File: config.mk
export PLATFORM = sky130hd
export DESIGN_NAME = reg_file
export DESIGN_NICKNAME = d
export VERILOG_FILES = /design/src/rtl/adder_pkg.sv /design/src/rtl/reg_file.sv
export SDC_FILE = /design/constraint.sdc
export NUM_CORES = 1
export LEC_CHECK = 0
export CAP_MARGIN = 25
export CORE_UTILIZATION = 45
export CTS_CLUSTER_SIZE = 10
export DETAILED_ROUTE_END_ITERATION = 8
export GPL_TIMING_DRIVEN = 0
export HOLD_SLACK_MARGIN = 0.1
export PLACE_DENSITY_LB_ADDON = 0.12
export REMOVE_ABC_BUFFERS = 1
export SYNTH_ARGS = -nofsm -noshare
export SYNTH_HDL_FRONTEND = slang
export SYNTH_SLANG_ARGS = --single-unit
File: constraint.sdc
create_clock -name ACLK -period 1.45 [get_ports ACLK]
set_clock_uncertainty 0.15 [all_clocks]
set_input_delay 0.29 -clock ACLK [delete_from_list [all_inputs] [get_ports ACLK]]
set_output_delay 0.29 -clock ACLK [all_outputs]
set_load 0.01 [all_outputs]
File: src/rtl/adder_pkg.sv
// Shared constants and types for the AMBA-attached adder: bus widths,
// register indices and the common data word type.
package adder_pkg;

    localparam int unsigned DATA_W   = 32;
    localparam int unsigned ADDR_W   = 32;
    localparam int unsigned NUM_REGS = 3;

    typedef logic [DATA_W-1:0] word_t;
    typedef logic [ADDR_W-1:0] addr_t;

    // Word indices, compared against the full addr_in width.
    localparam addr_t REG_R0 = addr_t'(0);
    localparam addr_t REG_R1 = addr_t'(1);
    localparam addr_t REG_R2 = addr_t'(2);

endpackage

File: src/rtl/reg_file.sv
// Three-entry operand/result register file with a single read/write port
// and continuous parallel export of every register.
module reg_file
    import adder_pkg::*;
(
    input  logic              ACLK,
    input  logic              ARSTn,
    input  logic [ADDR_W-1:0] addr_in,
    input  logic [DATA_W-1:0] data_in,
    input  logic              rw,
    output logic [DATA_W-1:0] data_out,
    output logic [DATA_W-1:0] r0,
    output logic [DATA_W-1:0] r1,
    output logic [DATA_W-1:0] r2
);

    word_t regs [NUM_REGS];

    // Access protocol: no strobe, every edge is one access chosen by rw.
    // Writes leave data_out untouched; reads never touch the registers.
    // Out-of-range addresses drop writes and read back zero.
    always_ff @(posedge ACLK or negedge ARSTn) begin
        if (!ARSTn) begin
            for (int i = 0; i < NUM_REGS; i++) begin
                regs[i] <= '0;
            end
            data_out <= '0;
        end else if (rw) begin
            case (addr_in)
                REG_R0:  regs[0] <= data_in;
                REG_R1:  regs[1] <= data_in;
                REG_R2:  regs[2] <= data_in;
                default: ;
            endcase
        end else begin
            case (addr_in)
                REG_R0:  data_out <= regs[0];
                REG_R1:  data_out <= regs[1];
                REG_R2:  data_out <= regs[2];
                default: data_out <= '0;
            endcase
        end
    end

    assign r0 = regs[0];
    assign r1 = regs[1];
    assign r2 = regs[2];

endmodule

==> After elaboration in Yosys (flattened, before gate mapping) <==
Cells that the tools add are included.
{ "totals": {"reg_bits": 128, "inputBits": 67, "out_inout_bits": 128, "elab_cells": 11} }
{ "op_classes": {"eq_ne": 2, "n_mux": 1, "reduce_logical": 4} }
{ "ops": {"columns": ["operator", "n"], "rows": [
  ["$pmux 32 s3", 1],
  ["$eq 32x1->1 const B", 1],
  ["$eq 32x2->1 const B", 1],
  ["$logic_not 32->1", 1],
  ["$reduce_and 2->1", 3]
]} }

==> Logic depth before layout (Yosys ltp) <==
Gate-level depths: netlist of run 1.
{ "logic_depth": {"ltp_word": 2, "ltp_mapped": 6, "ltp_nobuf": 4} }

==> Worst setup path before layout of run 1 <==
Ideal clock, no wire load.
{ "synth_timing": {"kind": "input port to flip-flop", "start": "input port addr_in[28]", "end": "register regs (netlist bit r2[10])", "setup_ns": 0.127, "arrival_ns": 1.837, "t_required_ns": 1.173, "path_slack_ns": -0.664, "stages": 5, "n_path_buf": 1, "path_cell_list": "nor4_1 -> nand4_1 -> nor4_4 -> buf_6 -> mux2_1"} }
{ "synth_via": {"elab_chain_cells": 2} }
{ "synth_rtl": {"columns": ["item", "line_no", "source"], "rows": [
  ["start, declared", "reg_file.sv:8", "input logic [ADDR_W-1:0] addr_in,"],
  ["$eq 32x2->1", "reg_file.sv:29", "case (addr_in)"],
  ["$reduce_and 2->1 (no line)", null, null],
  ["end, declared", "reg_file.sv:17", "word_t regs [NUM_REGS];"]
]} }
Every way passes these cells.
A chain may end at the register's enable or synchronous reset.

==> Worst setup path in the final report of run 1 <==
{ "layout_timing": {"start": "input port addr_in[24]", "end": "register regs (netlist bit r0[26])"} }
{ "layout_via": {"elab_chain_cells": 2} }
{ "layout_rtl": {"columns": ["item", "line_no"], "rows": [
  ["$logic_not 32->1", "reg_file.sv:29"],
  ["$reduce_and 2->1 (no line)", null]
]} }
Every way passes these cells.

==> metrics.md, run 1 <==
| Metric | Value |
|---|---|
| Leak Pwr | 4.98 nW |
| Async SR Flop Fraction | 100% |
| Max-cap violations | 0 |
| Worst skew pair latency | 0.41 ns |
| CP startpoint kind | input port |
| First-pass GRT wire length | 28,300 µm |
| Final nets | 772 |
| Tcrit/Tclk final | 132% |
| IO Port Bufs | 194 |
| Drt drc | 0 |
| Status | finished, violations left |
| EDFF count, synth | 0 |
| Crit path largest cell delay | 0.31 ns |
| RSZ-0062 raised after global routing | yes |
| Worst VDD drop | 0.806 mV |
| Post-Syn Area | 5500 µm² |
| Failing checks | setup timing |
| Setup CP Type | in2reg |
| Synth top area cells | dfrtp_1, mux2_2, mux2_1 |
| HP Class | in2reg |
| Syn Inst Count | 402 |
| Pwr dens | 930 nW/µm² |
| CTS Buf Count | 17 |
| Fillers | 772 |
| Drt wl/cell | 20.9 µm |
| GP Congestion | 0.705 |
| Mean post-synth cell area | 13.7 µm² |
| Pins Over Slew Limit | 0 |
| Largest net degree at the start of global routing | 75 |
| Fin crit period | 1.91 ns |
| YS warnings | 0 |
| Drt first-iter violations | 263 |
| Area occupied by multi-input gates | 2660 µm² |
| Setup crit end kind | flip-flop |
| CTS Buffer Depth | 2 |
| CP bufs+invs | 5 |
| Ys flop type | dfrtp_1 |
| Rel. slew slack | 64.6% |
| Vias in the first global route | 5,090 |
| Critical path's slowest cell | mux2_4 |
| N_diodes | 0 |
| Most frequent cells after synthesis | dfrtp_1, mux2_2, mux2_1, nand2_1, mux2i_1 |
| Share of cells above drive strength 1 | 57.1% |
| Die Footprint | 12,700 µm² |
| Die Height | 113 µm |
| Antenna violation net count after detailed routing | 0 |
| Via count | 4,677 |
| Most common cell in the netlist | dfrtp_1 |
| CTS clk-pin slew, worst paths | 0.06 ns |
| Final Power | 8.46 mW |
| Critical path fanouts, max | 7 |
| Number of cells in the finished layout apart from fillers | 865 |
| Cells along the critical path | buf_6 > nor4_4 > nand4_1 > buf_8 > buf_12 > nor3_4 > buf_6 > buf_12 > mux2_4 |
| # setup viols final | 128 |
| Die width | 113 µm |
| Leading area contributor after synthesis | dfrtp_1 |
| Worst path arrival time | 2.06 ns |
| Final HPWL DP | 10,100 µm |
| Initial Utilization | 46.0% |
| Global route total overflow | 0 |
| Drt total wl | 18,100 µm |
| Initial antenna violation count | 0 |
| Yosys cell types | 23 |
| CTS Root Cell | clkbuf_16 |
| CTS tree | done |
| Core Area | 12,000 µm² |
| 1st-pass router iterations | 4 |
| Cell family contributing the most delay on the critical path | buffers and inverters |
| FF+latch area | 3200 µm² |
| Vias/cell | 5.41 |
| Final Hold Viols | 0 |
| Synth Register Bits | 128 |
| Placed insts | 731 |
| All-Layer GR Usage | 29.7% |
| Final WS setup | -0.462 ns |
| Top cell type's share of synthesized area | 58.2% |
| Seq/Total Area, Yosys | 58.2% |
| Worst-Margin Slew | 0.529 ns |
| FP Rows | 40 |
| Clock Sinks | 128 |
| # IOs | 195 |
| # H-tree levels | 4 |
| Fmax | 0.523 GHz |
| Worst EP required | 1.59 ns |
| Area delta synth->final | 65.3% |
==> timing repair <==
action,4_1_cts,5_1_grt
pin swaps,18,25
setup buffers,98,5
resized for setup,716,54
hold buffers,1,0
cloned,4,3
endpoints found under the setup margin,256,129
hold endpoints to repair,54,0
==> final timing paths <==
check | startpoint | end | slack [ns] | cells after the start
max in group asynchronous | ARSTn | data_out[20] | 0.16 | 3
worst max register to register | r0[13] | data_out[13] | 0.19 | 4
worst max-delay path | addr_in[24] | r0[26] | -0.46 | 9
worst min register to register | r2[23] | data_out[23] | 0.35 | 1
worst min-delay path | rw | data_out[15] | 0.17 | 2
min in group asynchronous | ARSTn | r2[15] | 0.24 | 2
==> metal layers <==
metal	track usage, %	up-vias	wire length (µm)
met4	10.2	0	370
met5	0	-	0
li1	-	2082	-
met2	50.3	190	8970
met1	36.4	2375	7430
met3	8.42	30	1340
==> placed cells by master, fill, tap and decap left out, types with 2 or more instances in the layout <==
| cell type | n |
|---|---|
| o31ai_1 | 17 |
| clkinv_2 | 5 |
| buf_4 | 83 |
| mux2i_1 | 32 |
| inv_1 | 2 |
| clkbuf_2 | 2 |
| bufinv_16 | 4 |
| buf_6 | 21 |
| clkdlybuf4s15_1 | 5 |
| clkbuf_1 | 2 |
| mux2_4 | 95 |
| buf_2 | 141 |
| nor2_1 | 2 |
| buf_12 | 10 |
| clkdlybuf4s50_1 | 32 |
| nor4_4 | 7 |
| buf_16 | 3 |
| a22o_1 | 13 |
| nor3_4 | 3 |
| clkbuf_8 | 2 |
| nand4_1 | 5 |
| a21o_1 | 19 |
| o21ai_0 | 13 |
| nand2_1 | 33 |
| dfrtp_1 | 128 |
| buf_8 | 7 |
| clkbuf_16 | 20 |
==> stage by stage <==
stage / utilization (%) / area [µm²] / setup slack (ns) / hold slack [ns] / TNS [ns]
floorplan: - / 5380 / -2.00 / -0.156 / -216.73
global placement: 62.7 / 7500 / -5.01 / 0.325 / -1121.63
detailed placement: 64.7 / 7740 / -2.44 / 0.127 / -261.94
CTS: 74.8 / 8950 / -0.437 / 0.183 / -44.66
global route: 76.1 / 9100 / -0.516 / 0.172 / -56.41
finish: 76.1 / 9100 / -0.462 / 0.173 / -51.50
==> where the power goes <==
group          internal (mW)  switching, mW  total, mW
registers               3.57   0.0000000160       3.57
clock network           2.95           1.51       4.46
logic                  0.194          0.226      0.421
total                   6.72           1.74       8.46
==> layout make-up <==
class                   count  share of cell area [%]
clock inverters            11                    1.77
flip-flops and latches    128                    35.2
inverters                   2                  0.0825
multi-input cells         247                    29.2
repair buffers            309                    26.7
well taps                 147                    2.02
clock buffers              21                    5.06
==> sequential cells by signal, summed over array words and instances (netlist names) <==
register	flops
r0	32
r1	32
data_out	32
r2	32
==> kinds of logic (layout without fill, tap and decap cells) <==
family,count (synthesis),in the layout,synth area share (%)
buf+inv,27,343,2.41
simple gates,55,55,5.50
compound gates,64,64,8.43
mux,128,128,25.5
flops,128,128,58.2
(Power assumes the default switching activity.)
==> run 2, diff against run 1 <==
--- a/config.mk
+++ b/config.mk
@@ -6,7 +6,8 @@
 export NUM_CORES = 1
 export LEC_CHECK = 0
 export CAP_MARGIN = 25
-export CORE_UTILIZATION = 45
+export CORE_UTILIZATION = 30
+export CTS_CLUSTER_DIAMETER = 30
 export CTS_CLUSTER_SIZE = 10
 export DETAILED_ROUTE_END_ITERATION = 8
 export GPL_TIMING_DRIVEN = 0
==> run 2 against run 1 <==
Compared with the run above:
- worst setup slack worse by 0.074 ns
- the run still ends with setup timing left
- routed wire length increased by 9.7%
- non-clock buffer count up 19
- clock power down 2%
- hold slack worse by 0.033 ns
- count of clock-buffer cells in the layout down 3
==> metrics.md, run 2 (synthesis gave the netlist of run 1 again) <==
| Metric | Value |
|---|---|
| Drt first-iter violations | 150 |
| Worst path arrival time | 2.13 ns |
| Pre-CTS setup slack | -2.20 ns |
| Most common cell after layout, fill and taps aside | buf_2 |
| 1st-pass router iterations | 6 |
| Reg-to-reg setup timing slack | 0.17 ns |
| Finished Cell Area | 9590 µm² |
| Setup crit end kind | flip-flop |
| Core Area | 18,000 µm² |
| Die width | 137 µm |
| DP Area | 7950 µm² |
| Vias in the first global route | 5,049 |
| Die Footprint | 18,900 µm² |
| Drt total wl | 19,900 µm |
| CTS Buf Count | 17 |
| Worst EP required | 1.60 ns |
| CTS Buffer Depth | 2 |
| Max-cap violations | 0 |
| Final HPWL DP | 11,500 µm |
| Tcrit/Tclk final | 137% |
| GP Congestion | 0.702 |
| Rel. slew slack | 55.8% |
| Drt wl/cell | 20.6 µm |
| Via count | 4,758 |
| Fmax | 0.503 GHz |
| Status | finished, violations left |
| Final nets | 791 |
| Vias/cell | 4.93 |
| Failing checks | setup timing |
| Setup CP Type | in2reg |
| N_diodes | 0 |
| IO Port Bufs | 194 |
| Drt drc | 0 |
| # H-tree levels | 4 |
| Largest net degree at the start of global routing | 69 |
| FP Rows | 49 |
| Area delta synth->final | 74.2% |
| Commonest cells after routing, fill and taps aside | buf_2, dfrtp_1, mux2_4 |
| Antenna violation net count after detailed routing | 0 |
| All-Layer GR Usage | 21.7% |
| Critical path fanouts, max | 5 |
| Worst-Margin Slew | 0.662 ns |
| Initial antenna violation count | 0 |
| Clock Sinks | 128 |
| Initial Utilization | 30.6% |
| CTS clk-pin slew, worst paths | 0.06 ns |
| First-pass GRT wire length | 29,700 µm |
| Share of cells above drive strength 1 | 58.9% |
| Pins Over Slew Limit | 0 |
| M1 WL | 8720 µm |
| Met3 WL | 1520 µm |
| CTS tree | done |
| Pwr dens | 877 nW/µm² |
| # setup viols final | 128 |
| RSZ-0062 raised after global routing | yes |
| Worst VDD drop | 0.787 mV |
| Worst skew pair latency | 0.42 ns |
| Met2 WL | 9450 µm |
| # IOs | 195 |
| Top layer in use | met4 |
| HP Class | in2reg |
| Final Hold Viols | 0 |
| Die Height | 137 µm |
| Global route total overflow | 0 |
| Final WS setup | -0.536 ns |
| Leak Pwr | 5.12 nW |
| CP startpoint kind | input port |
| Fin crit period | 1.99 ns |
| CTS Root Cell | clkbuf_16 |
## run 2: per-stage QoR
| stage | total power [mW] | utilization, % | hold WS, ns | instances | TNS [ns] |
|---|---|---|---|---|---|
| floorplan | 3.68 | - | -0.156 | 377 | -216.73 |
| global placement | 4.02 | 42.3 | 0.331 | 800 | -1176.58 |
| detailed placement | 4.05 | 44.2 | 0.164 | 817 | -232.55 |
| CTS | 8.47 | 53.2 | 0.170 | 964 | -49.96 |
| global route | 8.65 | 53.4 | 0.125 | 966 | -58.35 |
| finish | 8.40 | 53.4 | 0.140 | 966 | -50.19 |
## run 2: where the power goes
group / switching, mW / total [mW] / internal [mW]
sequential: 0.0000000160 / 3.57 / 3.57
combinational: 0.233 / 0.437 / 0.204
clock: 1.65 / 4.39 / 2.74
## run 2: layout make-up
cell class | instances | area, µm²
repair buffers | 328 | 2790
flip-flops and latches | 128 | 3200
fillers | 1588 | 8380
well taps | 229 | 287
inverters | 2 | 7.51
multi-input cells | 247 | 2690
clock buffers | 18 | 439
clock inverters | 14 | 166
## run 2: metal layers
metal | global-route usage [%] | vias to the layer above
li1 | - | 2129
met1 | 27.9 | 2436
met2 | 34.6 | 177
met3 | 6.59 | 16
met4 | 6.96 | 0
met5 | 0 | -
## run 2: worst paths after layout
check                           cells past startpoint            to       start
worst max-delay path                               10         r2[7]  addr_in[3]
worst min-delay path                                2   data_out[2]          rw
worst max register to register                      4   data_out[7]       r1[7]
worst min register to register                      1  data_out[22]      r2[22]
max in group asynchronous                           3        r0[31]       ARSTn
min in group asynchronous                           2        r2[11]       ARSTn
## run 2: worst max-delay path, stage by stage
cell,delay [ns]
buf_2,0.10
nor4_2,0.24
nand4_1,0.18
buf_8,0.17
buf_12,0.13
nor4_4,0.29
buf_6,0.17
buf_12,0.11
buf_8,0.12
mux2_4,0.30
## run 2: what timing repair did
| item | 4_1_cts | 5_1_grt |
|---|---|---|
| hold buffers | 1 | 0 |
| endpoints found under the hold margin | 60 | 0 |
| pin swaps | 19 | 28 |
| setup endpoints to repair | 256 | 188 |
| gates resized for setup | 754 | 55 |
| setup buffers | 105 | 11 |
| cloned | 9 | 1 |
==> run 3, diff against run 2 <==
--- a/config.mk
+++ b/config.mk
@@ -13,7 +13,6 @@
 export GPL_TIMING_DRIVEN = 0
 export HOLD_SLACK_MARGIN = 0.1
 export PLACE_DENSITY_LB_ADDON = 0.12
-export REMOVE_ABC_BUFFERS = 1
 export SYNTH_ARGS = -nofsm -noshare
 export SYNTH_HDL_FRONTEND = slang
 export SYNTH_SLANG_ARGS = --single-unit
==> run 3 against run 2 <==
Compared with the run above:
- critical path depth is the same
- core utilization shrank 2.2 points
- sequential share of layout area up 1.4 points
- clock power is 15% lower
- largest power group unchanged
- largest cell class unchanged
- the run still ends with setup timing left
==> metrics.md, run 3 (synthesis gave the netlist of run 1 again) <==
| Metric | Value |
|---|---|
| IO Port Bufs | 191 |
| Antenna violation net count after detailed routing | 0 |
| Cell family contributing the most delay on the critical path | buffers and inverters |
| CTS tree | done |
| # H-tree levels | 4 |
| Critical path endpoint | r1[21] |
| M3 GR Usage | 5.56% |
| CTS Root Cell | clkbuf_16 |
| Reg-to-reg setup timing slack | 0.22 ns |
| # IOs | 195 |
| Final WS setup | -0.380 ns |
| Via count | 4,486 |
| Core Area | 18,000 µm² |
| Critical Path Stages | 10 |
| Final Power | 7.72 mW |
| Drt drc | 0 |
| FP Rows | 49 |
| Worst hold slack | 0.164 ns |
| Final Hold Viols | 0 |
| GR Layer Usage met2 | 32.7% |
| Fmax | 0.546 GHz |
| Status | finished, violations left |
| Final HPWL DP | 11,900 µm |
| Reg2reg path depth | 3 |
| Initial antenna violation count | 2 |
| Clock Sinks | 128 |
| GR Util met1 | 25.8% |
| Max-cap violations | 0 |
| HP Class | in2reg |
| Crit path largest cell delay | 0.29 ns |
| Hold Path Origin | rw |
| Drt total wl | 19,200 µm |
| Critical path's slowest cell | mux2_4 |
| FF+latch area | 3200 µm² |
| Commonest cells after routing, fill and taps aside | dfrtp_1, mux2_4, clkbuf_2 |
| Fillers | 1,556 |
| # setup viols final | 117 |
| Most common cell after layout, fill and taps aside | dfrtp_1 |
| Drt first-iter violations | 176 |
| Worst Setup SP | addr_in[17] |
| Pins Over Slew Limit | 0 |
| Area occupied by multi-input gates | 2740 µm² |
| Critical path fanouts, max | 5 |
| Initial Utilization | 30.6% |
| Fin crit period | 1.83 ns |
| CTS clk-pin slew, worst paths | 0.06 ns |
| Reg2reg start | r1[7] |
| Drt wl/cell | 20.9 µm |
| Leak Pwr | 5.14 nW |
| Die Height | 137 µm |
| Final nets | 744 |
| Worst-Margin Slew | 0.590 ns |
| Die Footprint | 18,900 µm² |
| Cells along the critical path | buf_6 > nor4_4 > buf_4 > nand4_1 > buf_6 > nor3_4 > buf_6 > buf_12 > buf_16 > mux2_4 |
| Global route total overflow | 0 |
| 1st-pass router iterations | 4 |
| Die width | 137 µm |
| Worst R2R End | data_out[7] |
| Setup CP Type | in2reg |
| Crit path top cell by count | buf_6 |
| Setup_tns | -31.29 ns |
| CP startpoint kind | input port |
| Largest net degree at the start of global routing | 70 |
| Pwr dens | 839 nW/µm² |
| Failing checks | setup timing |
| Tcrit/Tclk final | 126% |
| CP bufs+invs | 6 |
| CTS Buf Count | 17 |
| Syn_nets | 469 |
| Worst VDD drop | 0.800 mV |
| Worst EP required | 1.60 ns |
| Share of cells above drive strength 1 | 51.3% |
| GRT Max-Usage Layer | met2 |
| Vias/cell | 4.89 |
| Setup crit end kind | flip-flop |
| Worst skew pair latency | 0.42 ns |
| CTS Buffer Depth | 2 |
| Rel. slew slack | 60.7% |
| GP Congestion | 0.736 |
| Worst path arrival time | 1.98 ns |
| Vias in the first global route | 4,644 |
| All-Layer GR Usage | 20.3% |
| RSZ-0062 raised after global routing | yes |
| Area delta synth->final | 67.0% |
| First-pass GRT wire length | 27,600 µm |
## run 3: cell types whose count changed in the layout (fill, tap and decap cells not counted), moves of 4 or more
cell	delta
buf_12	-5
buf_2	-89
buf_4	-48
buf_8	-4
clkbuf_1	+9
clkbuf_2	+70
clkinv_4	-5
dlymetal6s2s_1	+26
mux2_2	+7
mux2_4	-10
o31ai_1	-6
o31ai_4	+6
## run 3: how the worst min path moves through the flow
stage	to	cells after the start
3_3_place_gp	data_out[8]	1
3_5_place_dp	data_out[3]	1
6_report	data_out[26]	4
4_1_cts	data_out[26]	4
5_1_grt	data_out[26]	4
2_1_floorplan	data_out[0]	0
## run 3: routing by layer
| layer | part of all wire [%] | vias up |
|---|---|---|
| met5 | 0.068 | - |
| met4 | 1.8 | 2 |
| met3 | 5.4 | 31 |
| met2 | 48 | 141 |
| met1 | 44 | 2287 |
| li1 | - | 2025 |
## run 3: worst min-delay path, cell delays in order
cell and delay [ns]:
clkbuf_2 0.20, nand2_1 0.08, o31ai_1 0.06, a21o_1 0.08
## run 3: what timing repair did
item                       in CTS  in global routing
buffers inserted               20                 40
resized for setup             343                264
setup endpoints to repair     256                284
cloned                          6                  3
hold endpoints to repair       59                  0
pin swaps                      15                 23
hold buffers                    1                  0
## run 3: where the power goes
group / total (mW) / internal [mW] / switching (mW) / leakage (nW)
logic: 0.420 / 0.187 / 0.233 / 3.10
clock network: 3.72 / 2.19 / 1.53 / 0.242
registers: 3.57 / 3.57 / 0.0000000205 / 1.79
## run 3: metrics by stage
step / instances / util, % / setup WS (ns) / instance area [µm²]
5_1_grt: 918 / 51.2 / -0.449 / 9190
3_3_place_gp: 822 / 43.6 / -5.23 / 7830
4_1_cts: 880 / 48.8 / -0.416 / 8770
2_1_floorplan: 402 / - / -0.647 / 5630
6_report: 918 / 51.2 / -0.380 / 9190
3_5_place_dp: 823 / 43.8 / -1.72 / 7860
## run 3: final cells by class
class                   count  area share, %
repair buffers            259           24.1
multi-input cells         247           29.8
plain buffers              22           2.63
diodes                      1         0.0272
clock buffers              23           4.98
well taps                 229           3.12
flip-flops and latches    128           34.8
clock inverters             7          0.435
inverters                   2         0.0817
